$ cat config.mk
export PLATFORM = sky130hd
export DESIGN_NAME = core_sequencer
export DESIGN_NICKNAME = d
export VERILOG_FILES = /design/src/rtl/core_pkg.sv /design/src/rtl/core_sequencer_pc_next.sv /design/src/rtl/core_sequencer.sv
export SDC_FILE = /design/constraint.sdc
export NUM_CORES = 1
export LEC_CHECK = 0
export CAP_MARGIN = 20
export CORE_AREA = 2 2 162 164
export DETAILED_ROUTE_END_ITERATION = 8
export DIE_AREA = 0 0 164 166
export PLACE_DENSITY_LB_ADDON = 0.1
export SLEW_MARGIN = 30
export SYNTH_ARGS = -nofsm -noshare
export SYNTH_HDL_FRONTEND = slang
export SYNTH_SLANG_ARGS = --single-unit
$ cat constraint.sdc
create_clock -name clk -period 2.6 [get_ports clk]
set_clock_uncertainty 0.15 [all_clocks]
set_input_delay 0.52 -clock clk [delete_from_list [all_inputs] [get_ports clk]]
set_output_delay 0.52 -clock clk [all_outputs]
set_load 0.05 [all_outputs]
$ cat src/rtl/core_pkg.sv
// Shared types and constants for the RV32I multi-cycle control path.
package core_pkg;

  typedef enum logic [2:0] {
    S_IDLE,
    S_FETCH,
    S_DECODE,
    S_EXECUTE,
    S_MEM,
    S_WB,
    S_TRAP
  } seq_state_t;

  typedef enum logic [1:0] {
    CAUSE_NONE       = 2'd0,
    CAUSE_MISALIGNED = 2'd1,
    CAUSE_ILLEGAL    = 2'd2
  } trap_cause_t;

  localparam logic [31:0] NOP_INST = 32'h0000_0013;

endpackage

$ cat src/rtl/core_sequencer_pc_next.sv
// Next-PC selection: jalr target, pc-relative jump/branch target, or sequential pc+4.
module pc_next #(
  parameter int XLEN = 32
) (
  input  logic [XLEN-1:0] pc,
  input  logic [XLEN-1:0] imm,
  input  logic [XLEN-1:0] rs1_data,
  input  logic            jal,
  input  logic            jalr,
  input  logic            branch,
  input  logic            branch_taken,
  output logic [XLEN-1:0] next_pc,
  output logic [XLEN-1:0] pc_plus4
);

  logic signed [XLEN-1:0] imm_s;
  logic        [XLEN-1:0] jalr_sum;
  logic        [XLEN-1:0] rel_target;

  assign imm_s      = imm;
  assign pc_plus4   = pc + XLEN'(4);
  assign rel_target = pc + imm_s;
  assign jalr_sum   = rs1_data + imm_s;

  // jalr clears bit 0 of the target; bit 1 is kept so misalignment can trap later
  always_comb begin
    next_pc = pc_plus4;
    if (jalr) begin
      next_pc = {jalr_sum[XLEN-1:1], 1'b0};
    end else if (jal || (branch && branch_taken)) begin
      next_pc = rel_target;
    end
  end

endmodule

$ cat src/rtl/core_sequencer.sv
// Handshake-driven multi-cycle sequencer: owns pc, instruction register, retire counter and trap state.
module core_sequencer
  import core_pkg::*;
#(
  parameter int              XLEN     = 32,
  parameter logic [XLEN-1:0] RESET_PC = '0,
  parameter int              CNT_W    = 32
) (
  input  logic             clk,
  input  logic             reset,
  input  logic             run,
  output logic             imem_req,
  output logic [XLEN-1:0]  imem_addr,
  input  logic             imem_ack,
  input  logic [31:0]      imem_rdata,
  output logic [31:0]      inst,
  input  logic             dc_illegal,
  input  logic             dc_branch,
  input  logic             dc_jal,
  input  logic             dc_jalr,
  input  logic             dc_load,
  input  logic             dc_store,
  input  logic [XLEN-1:0]  dc_imm,
  input  logic [XLEN-1:0]  rs1_data,
  input  logic             branch_taken,
  output logic             dmem_req,
  output logic             dmem_we,
  input  logic             dmem_ack,
  input  logic [XLEN-1:0]  dmem_rdata,
  output logic [XLEN-1:0]  ld_data,
  output logic             rf_we,
  output logic [XLEN-1:0]  pc,
  output logic [XLEN-1:0]  pc_plus4,
  output logic [CNT_W-1:0] retired,
  output logic             trap,
  output logic [1:0]       trap_cause
);

  seq_state_t       state_q, state_d;
  trap_cause_t      cause_q, trap_code;
  logic [XLEN-1:0]  pc_q;
  logic [XLEN-1:0]  next_pc;
  logic [31:0]      inst_q;
  logic [XLEN-1:0]  ld_data_q;
  logic [CNT_W-1:0] retired_q;
  logic             store_q;
  logic             wb_we_q;

  pc_next #(.XLEN(XLEN)) u_pc_next (
    .pc           (pc_q),
    .imm          (dc_imm),
    .rs1_data     (rs1_data),
    .jal          (dc_jal),
    .jalr         (dc_jalr),
    .branch       (dc_branch),
    .branch_taken (branch_taken),
    .next_pc      (next_pc),
    .pc_plus4     (pc_plus4)
  );

  always_ff @(posedge clk or negedge reset) begin
    if (!reset) begin
      state_q <= S_IDLE;
    end else begin
      state_q <= state_d;
    end
  end

  // A misaligned pc is caught on the way into FETCH, so no fetch request is ever issued for it
  always_comb begin
    state_d   = state_q;
    trap_code = CAUSE_NONE;
    case (state_q)
      S_IDLE: begin
        if (run) begin
          if (pc_q[1:0] != 2'b00) begin
            state_d   = S_TRAP;
            trap_code = CAUSE_MISALIGNED;
          end else begin
            state_d = S_FETCH;
          end
        end
      end
      S_FETCH:   if (imem_ack) state_d = S_DECODE;
      S_DECODE: begin
        if (dc_illegal) begin
          state_d   = S_TRAP;
          trap_code = CAUSE_ILLEGAL;
        end else begin
          state_d = S_EXECUTE;
        end
      end
      S_EXECUTE: state_d = (dc_load || dc_store) ? S_MEM : S_WB;
      S_MEM:     if (dmem_ack) state_d = S_WB;
      S_WB: begin
        if (!run) begin
          state_d = S_IDLE;
        end else if (next_pc[1:0] != 2'b00) begin
          state_d   = S_TRAP;
          trap_code = CAUSE_MISALIGNED;
        end else begin
          state_d = S_FETCH;
        end
      end
      S_TRAP:    state_d = S_TRAP;
      default:   state_d = S_IDLE;
    endcase
  end

  // Store/writeback qualifiers are latched in EXECUTE so MEM/WB strobes come from flops
  always_ff @(posedge clk or negedge reset) begin
    if (!reset) begin
      pc_q      <= RESET_PC;
      inst_q    <= NOP_INST;
      ld_data_q <= '0;
      retired_q <= '0;
      cause_q   <= CAUSE_NONE;
      store_q   <= 1'b0;
      wb_we_q   <= 1'b0;
    end else begin
      if (state_q == S_FETCH && imem_ack) begin
        inst_q <= imem_rdata;
      end
      if (state_q == S_EXECUTE) begin
        store_q <= dc_store;
        wb_we_q <= !(dc_branch || dc_store);
      end
      if (state_q == S_MEM && dmem_ack && dc_load) begin
        ld_data_q <= dmem_rdata;
      end
      if (state_q == S_WB) begin
        pc_q      <= next_pc;
        retired_q <= retired_q + CNT_W'(1);
      end
      if (state_q != S_TRAP && state_d == S_TRAP) begin
        cause_q <= trap_code;
      end
    end
  end

  assign imem_req   = (state_q == S_FETCH);
  assign imem_addr  = pc_q;
  assign dmem_req   = (state_q == S_MEM);
  assign dmem_we    = (state_q == S_MEM) && store_q;
  assign rf_we      = (state_q == S_WB) && wb_we_q;
  assign inst       = inst_q;
  assign ld_data    = ld_data_q;
  assign pc         = pc_q;
  assign retired    = retired_q;
  assign trap       = (state_q == S_TRAP);
  assign trap_cause = cause_q;

endmodule
Word-level counts from Yosys, hierarchy flattened --
Index checks and enable logic that the tools add are counted.
Word-level totals: input port bits 140, logic and storage cells 51, output and inout port bits 199, flip-flop bits (word level) 135
Cells by class: mux-type cells 17, add/sub/neg operators 4, reduce and logical (&&, ||, !) cells 14, equal/unequal tests 8
Operators with widths (count):
- adder 32 bit | 2
- 2-to-1 mux 32 bit | 2
- adder 32 x 1 -> 32 bit, second input constant | 1
- adder 32 x 3 -> 32 bit, second input constant | 1
- 2-to-1 mux 3 bit | 7
- case mux 3 bit (7 select lines) | 1
- equality test 3 bit, second input constant | 4
- logical AND 1 bit | 7
- equality test 3 x 2 -> 1 bit, second input constant | 2
- case mux 2 bit (3 select lines) | 1
- 2-to-1 mux 1 bit | 5
- nonzero test 2 bit | 2
- equality test 3 x 1 -> 1 bit, second input constant | 1
- logical NOT 3 bit | 1
- logical OR 1 bit | 3
- inequality test 3 bit, second input constant | 1
- 2-to-1 mux 2 bit | 1
- logical NOT 1 bit | 1

Logic depth before layout (Yosys ltp) --
depth after elaboration 10, depth in mapped cells 11, depth with buffers taken out 11

Cells and area by module --
From an unflattened synthesis, not the netlist that was laid out.
Unflattened totals: cells, all modules 1113, area, all modules 10193.5 sq um
By module, submodules not included:
- core_sequencer | cells each 472, area each 5675.4 sq um, instances 1
- pc_next | cells each 641, area each 4518.1 sq um, instances 1

Worst setup path after synthesis --
OpenSTA, ideal clock, no wires.
path type register to register, start point register pc_q[2], in the netlist imem_addr[2], end point register pc_q[30], in the netlist imem_addr[30], required time 2.356 ns, clock period less this slack 3.521 ns, path slack -0.921 ns, library setup time 0.094 ns, buffers on the path 1, stages on the path, launching flop included 12, data arrival time 3.277 ns, cell sequence dfrtp_1 ha_1 and2_1 nand4_2 nor2_2 and3b_1 clkbuf_2 nand3_1 xnor2_1 o22a_1 o21ai_0 a211oi_1
On the way: longest elaborated chain between the ends 3, elaborated cells between the ends (all ways) 4, those cells by class add/sub (2); mux (2)
RTL lines:
- from (decl) | RTL line core_sequencer.sv:41 | logic [XLEN-1:0] pc_q;
- from (signal assigned) | RTL line core_sequencer.sv:132 | pc_q <= next_pc;
- adder 32 x 3 -> 32 bit | RTL line core_sequencer_pc_next.sv:21 | assign pc_plus4 = pc + XLEN'(4);
- via pc_plus4[30] | RTL line core_sequencer.sv:33 | output logic [XLEN-1:0] pc_plus4,
- 2-to-1 mux 32 bit | RTL line core_sequencer_pc_next.sv:30 | end else if (jal || (branch && branch_taken)) begin
- 2-to-1 mux 32 bit | RTL line core_sequencer_pc_next.sv:28 | if (jalr) begin
The timed path passes the listed nets, and every way through them passes these cells. A chain may end at the register's enable or synchronous reset.

Final worst setup path --
start point register pc_q[4], in the netlist imem_addr[4], end point output port pc_plus4[28]
On the way: longest elaborated chain between the ends 1
RTL lines (RTL line):
- adder 32 x 3 -> 32 bit | core_sequencer_pc_next.sv:21
- to (decl) | core_sequencer.sv:33
Every way passes these cells.

==> flow_summary.json <==
{
  "run_status": "finished with violations",
  "violations": "negative setup slack",
  "synth_seq_area_share_pct": 33.8,
  "post-synth-top-area-cell": "sky130_fd_sc_hd__dfrtp_1",
  "cts_buffers": 17,
  "final_core_utilization_pct": 72.1,
  "synth.top_cells.by_area": "sky130_fd_sc_hd__dfrtp_1 33%, sky130_fd_sc_hd__ha_1 7.9%, sky130_fd_sc_hd__mux2_2 7.4%",
  "syn_warnings": 0,
  "num_vias": 10818,
  "ant_nets": 0,
  "achievable_frequency_mhz": 337,
  "most_frequent_cell_on_the_critical_path": "sky130_fd_sc_hd__buf_6",
  "worst_skew_pair.late_latency_ns": 0.42,
  "hpwl_um": 29500,
  "worst_setup_path_start_kind": "flip-flop",
  "p_per_area_mw_per_mm2": 1220,
  "layout.cell_area.non_filler_mm2": 0.0185,
  "layout_setup_ws_ns": -0.365,
  "cts.sink_count": 135,
  "row_count": 59,
  "max_slew_margin_pct": 57.6,
  "globalplace.congestion": 0.918,
  "yosys.cell_count.top_type": "sky130_fd_sc_hd__dfrtp_1",
  "grt_remaining_overflow": 0,
  "area_of_the_placeable_core_mm2": 0.0256,
  "cts_tree": "yes",
  "die_width_um": 164,
  "tightest_slew_ns": 0.634,
  "grt_setup_unrepaired": "true",
  "detailedRoute.firstPassIterationCount": 5,
  "worst_setup_hold_path_clk_slew_ns": 0.07,
  "cell_count_after_synthesis": 1093,
  "ir_worst_vdd_mv": 0.795,
  "critPathCaptureType": "output port",
  "crit_type": "reg2out",
  "timing.critical_path.cells": "buf_6, and3_4, buf_6, nand4_4, nor2_4, and3b_2, nand3_4, xnor2_4, buf_12",
  "global_route_wire_length_before_repair_um": 58400,
  "ys_ff_latch": 135,
  "required_ns": 1.93,
  "grt_max_degree": 44,
  "syn-mean-instance-area_um2": 9.16,
  "vias_in_the_first_global_route": 10811,
  "htreeDepth": 4,
  "vias_per_cell": 5.26,
  "finalMaxSlewViolations": 0,
  "dieArea_mm2": 0.0272,
  "power_leakage_uw": 0.00814,
  "drt_iter0_drc": 547,
  "cap_viol_max_count": 0,
  "min-delay-path-class": "reg2reg",
  "drive_gt1_share_pct": 41.4,
  "setup_failing_eps_final": 38,
  "cpPeakStageDelay_ns": 0.38,
  "initial_core_utilization_pct": 39.1,
  "crit_path_max_fanout": 5,
  "period_minus_slack_ns": 2.96,
  "synth_edf_count": 0,
  "wire_per_inst_um": 18.7,
  "design.final.nets": 1913,
  "portBuffers": 338,
  "ctsRootBufferMaster": "sky130_fd_sc_hd__clkbuf_16",
  "synthArstFlopShare_pct": 100,
  "syn-cell-area_mm2": 0.0100,
  "critical-path-slowest-cell": "sky130_fd_sc_hd__dfrtp_2",
  "yosysTopAreaCellShare_pct": 33.0,
  "track_usage_pct": 27.4,
  "fillCellCount": 1923,
  "yosys-top-cells-count": "132 x sky130_fd_sc_hd__dfrtp_1, 94 x sky130_fd_sc_hd__nand2_1, 80 x sky130_fd_sc_hd__a21oi_1",
  "drc": 0,
  "areaGrowthSynthToFinish_pct": 84.5,
  "timing.critical_path.arrival_ns": 2.29,
  "antenna_violations_before_repair": 0,
  "number_of_distinct_library_cell_variants_in_the_gate_level_netlist_after_synthesis": 75,
  "clock_path_buffers": 2,
  "synth_ff_type": "sky130_fd_sc_hd__dfrtp_1",
  "antenna_cells": 0,
  "postSynthNetCount": 1298,
  "final_min_period_over_clock_period_pct": 114,
  "routed_wirelength_um": 38400,
  "floorplan.io_pins": 339,
  "placed_cell_area_mm2": 0.0163,
  "final_hold_viol_count": 0,
  "dieHeight_um": 166
}
-- metal layers --
metal	track usage [%]	part of all wire (%)
met4	7.09	1.9
met1	34.2	42
met3	4.80	5.8
met2	48.4	51
met5	0	0
-- cell usage in the layout (no fill, tap or decap), types with 24 or more instances in the layout --
cell type and n:
sky130_fd_sc_hd__clkdlybuf4s50_1 252, sky130_fd_sc_hd__dfrtp_1 109, sky130_fd_sc_hd__nor2_1 53, sky130_fd_sc_hd__buf_12 36, sky130_fd_sc_hd__xor2_1 33, sky130_fd_sc_hd__o21ai_0 35
sky130_fd_sc_hd__a21o_1 37, sky130_fd_sc_hd__nand2_1 86, sky130_fd_sc_hd__a21oi_1 60, sky130_fd_sc_hd__ha_4 24, sky130_fd_sc_hd__ha_1 34, sky130_fd_sc_hd__nand3_1 27
sky130_fd_sc_hd__buf_4 318, sky130_fd_sc_hd__mux2_2 66, sky130_fd_sc_hd__xnor2_1 48
-- worst max-delay path, delay by kind of cell, from the launching register on --
| family | cells | cell delay (ns) |
|---|---|---|
| AND/OR/NAND/NOR | 5 | 0.89 |
| flip-flops | 1 | 0.38 |
| buffers and inverters | 3 | 0.37 |
| XOR/XNOR | 1 | 0.22 |
-- final cells by class --
cell class                 instances  area (µm²)  area share, %
clock inverter                    15         151          0.820
clock buffer                      17         425           2.30
timing repair buffer             676        6290           34.1
multi-input combinational        855        7680           41.6
inverter                          23        86.3          0.467
tap                              335         419           2.27
sequential                       135        3410           18.5
-- where the power goes --
part	switching [µW]	internal, µW	leakage [µW]
Clock	1120	1280	0.000282
Sequential	663	2960	0.00166
Combinational	9410	7020	0.00620
Total	11200	11300	0.00814
-- through the flow --
step	setup slack, ns	power [µW]	hold WS, ns	instances	setup TNS (ns)
after detailed placement	-1.03	18500	0.321	1957	-24.89
after floorplan	-0.219	12800	0.0744	1093	-5.30
after CTS	-0.428	21700	0.331	2027	-6.49
after global routing	-0.449	23500	0.369	2056	-9.91
final	-0.365	22500	0.331	2056	-6.58
after global placement	-0.965	18400	0.308	1957	-23.54
-- worst paths after layout --
path                                   start       endpoint  slack, ns  cells past startpoint
worst max-delay path            imem_addr[4]   pc_plus4[28]      -0.36                      9
worst max register to register  imem_addr[3]  imem_addr[24]      -0.22                     12
min in group asynchronous              reset    retired[20]       0.44                      2
max in group asynchronous              reset        inst[0]       1.21                      3
worst min-delay path             retired[31]    retired[31]       0.33                      1
worst min register to register   retired[31]    retired[31]       0.33                      1
-- flip-flops by register name, summed over array words and instances, names as in the netlist --
signal and count:
imem_addr 32, inst 32, ld_data 32, retired 32
state_q 3, store_q 1, trap_cause 2, wb_we_q 1
-- cells by family (layout without fill, tap and decap cells) --
| kind of cell | after synthesis | after routing | synth area share, % |
|---|---|---|---|
| fa+ha+maj | 65 | 65 | 8.28 |
| buf+inv | 103 | 731 | 5.51 |
| mux | 70 | 70 | 7.82 |
| simple gates | 318 | 318 | 15.9 |
| compound gates | 294 | 294 | 19.3 |
| xor+xnor | 108 | 108 | 9.45 |
| flops | 135 | 135 | 33.8 |
-- timing repair --
action | CTS | global route
setup endpoints to repair | 55 | 60
hold buffers | 1 | 0
endpoints found under the hold margin | 40 | 0
buffers inserted | 38 | 33
gates resized for setup | 176 | 135
pin swaps | 79 | 119
Note: power is estimated with default switching activity, not from simulation.
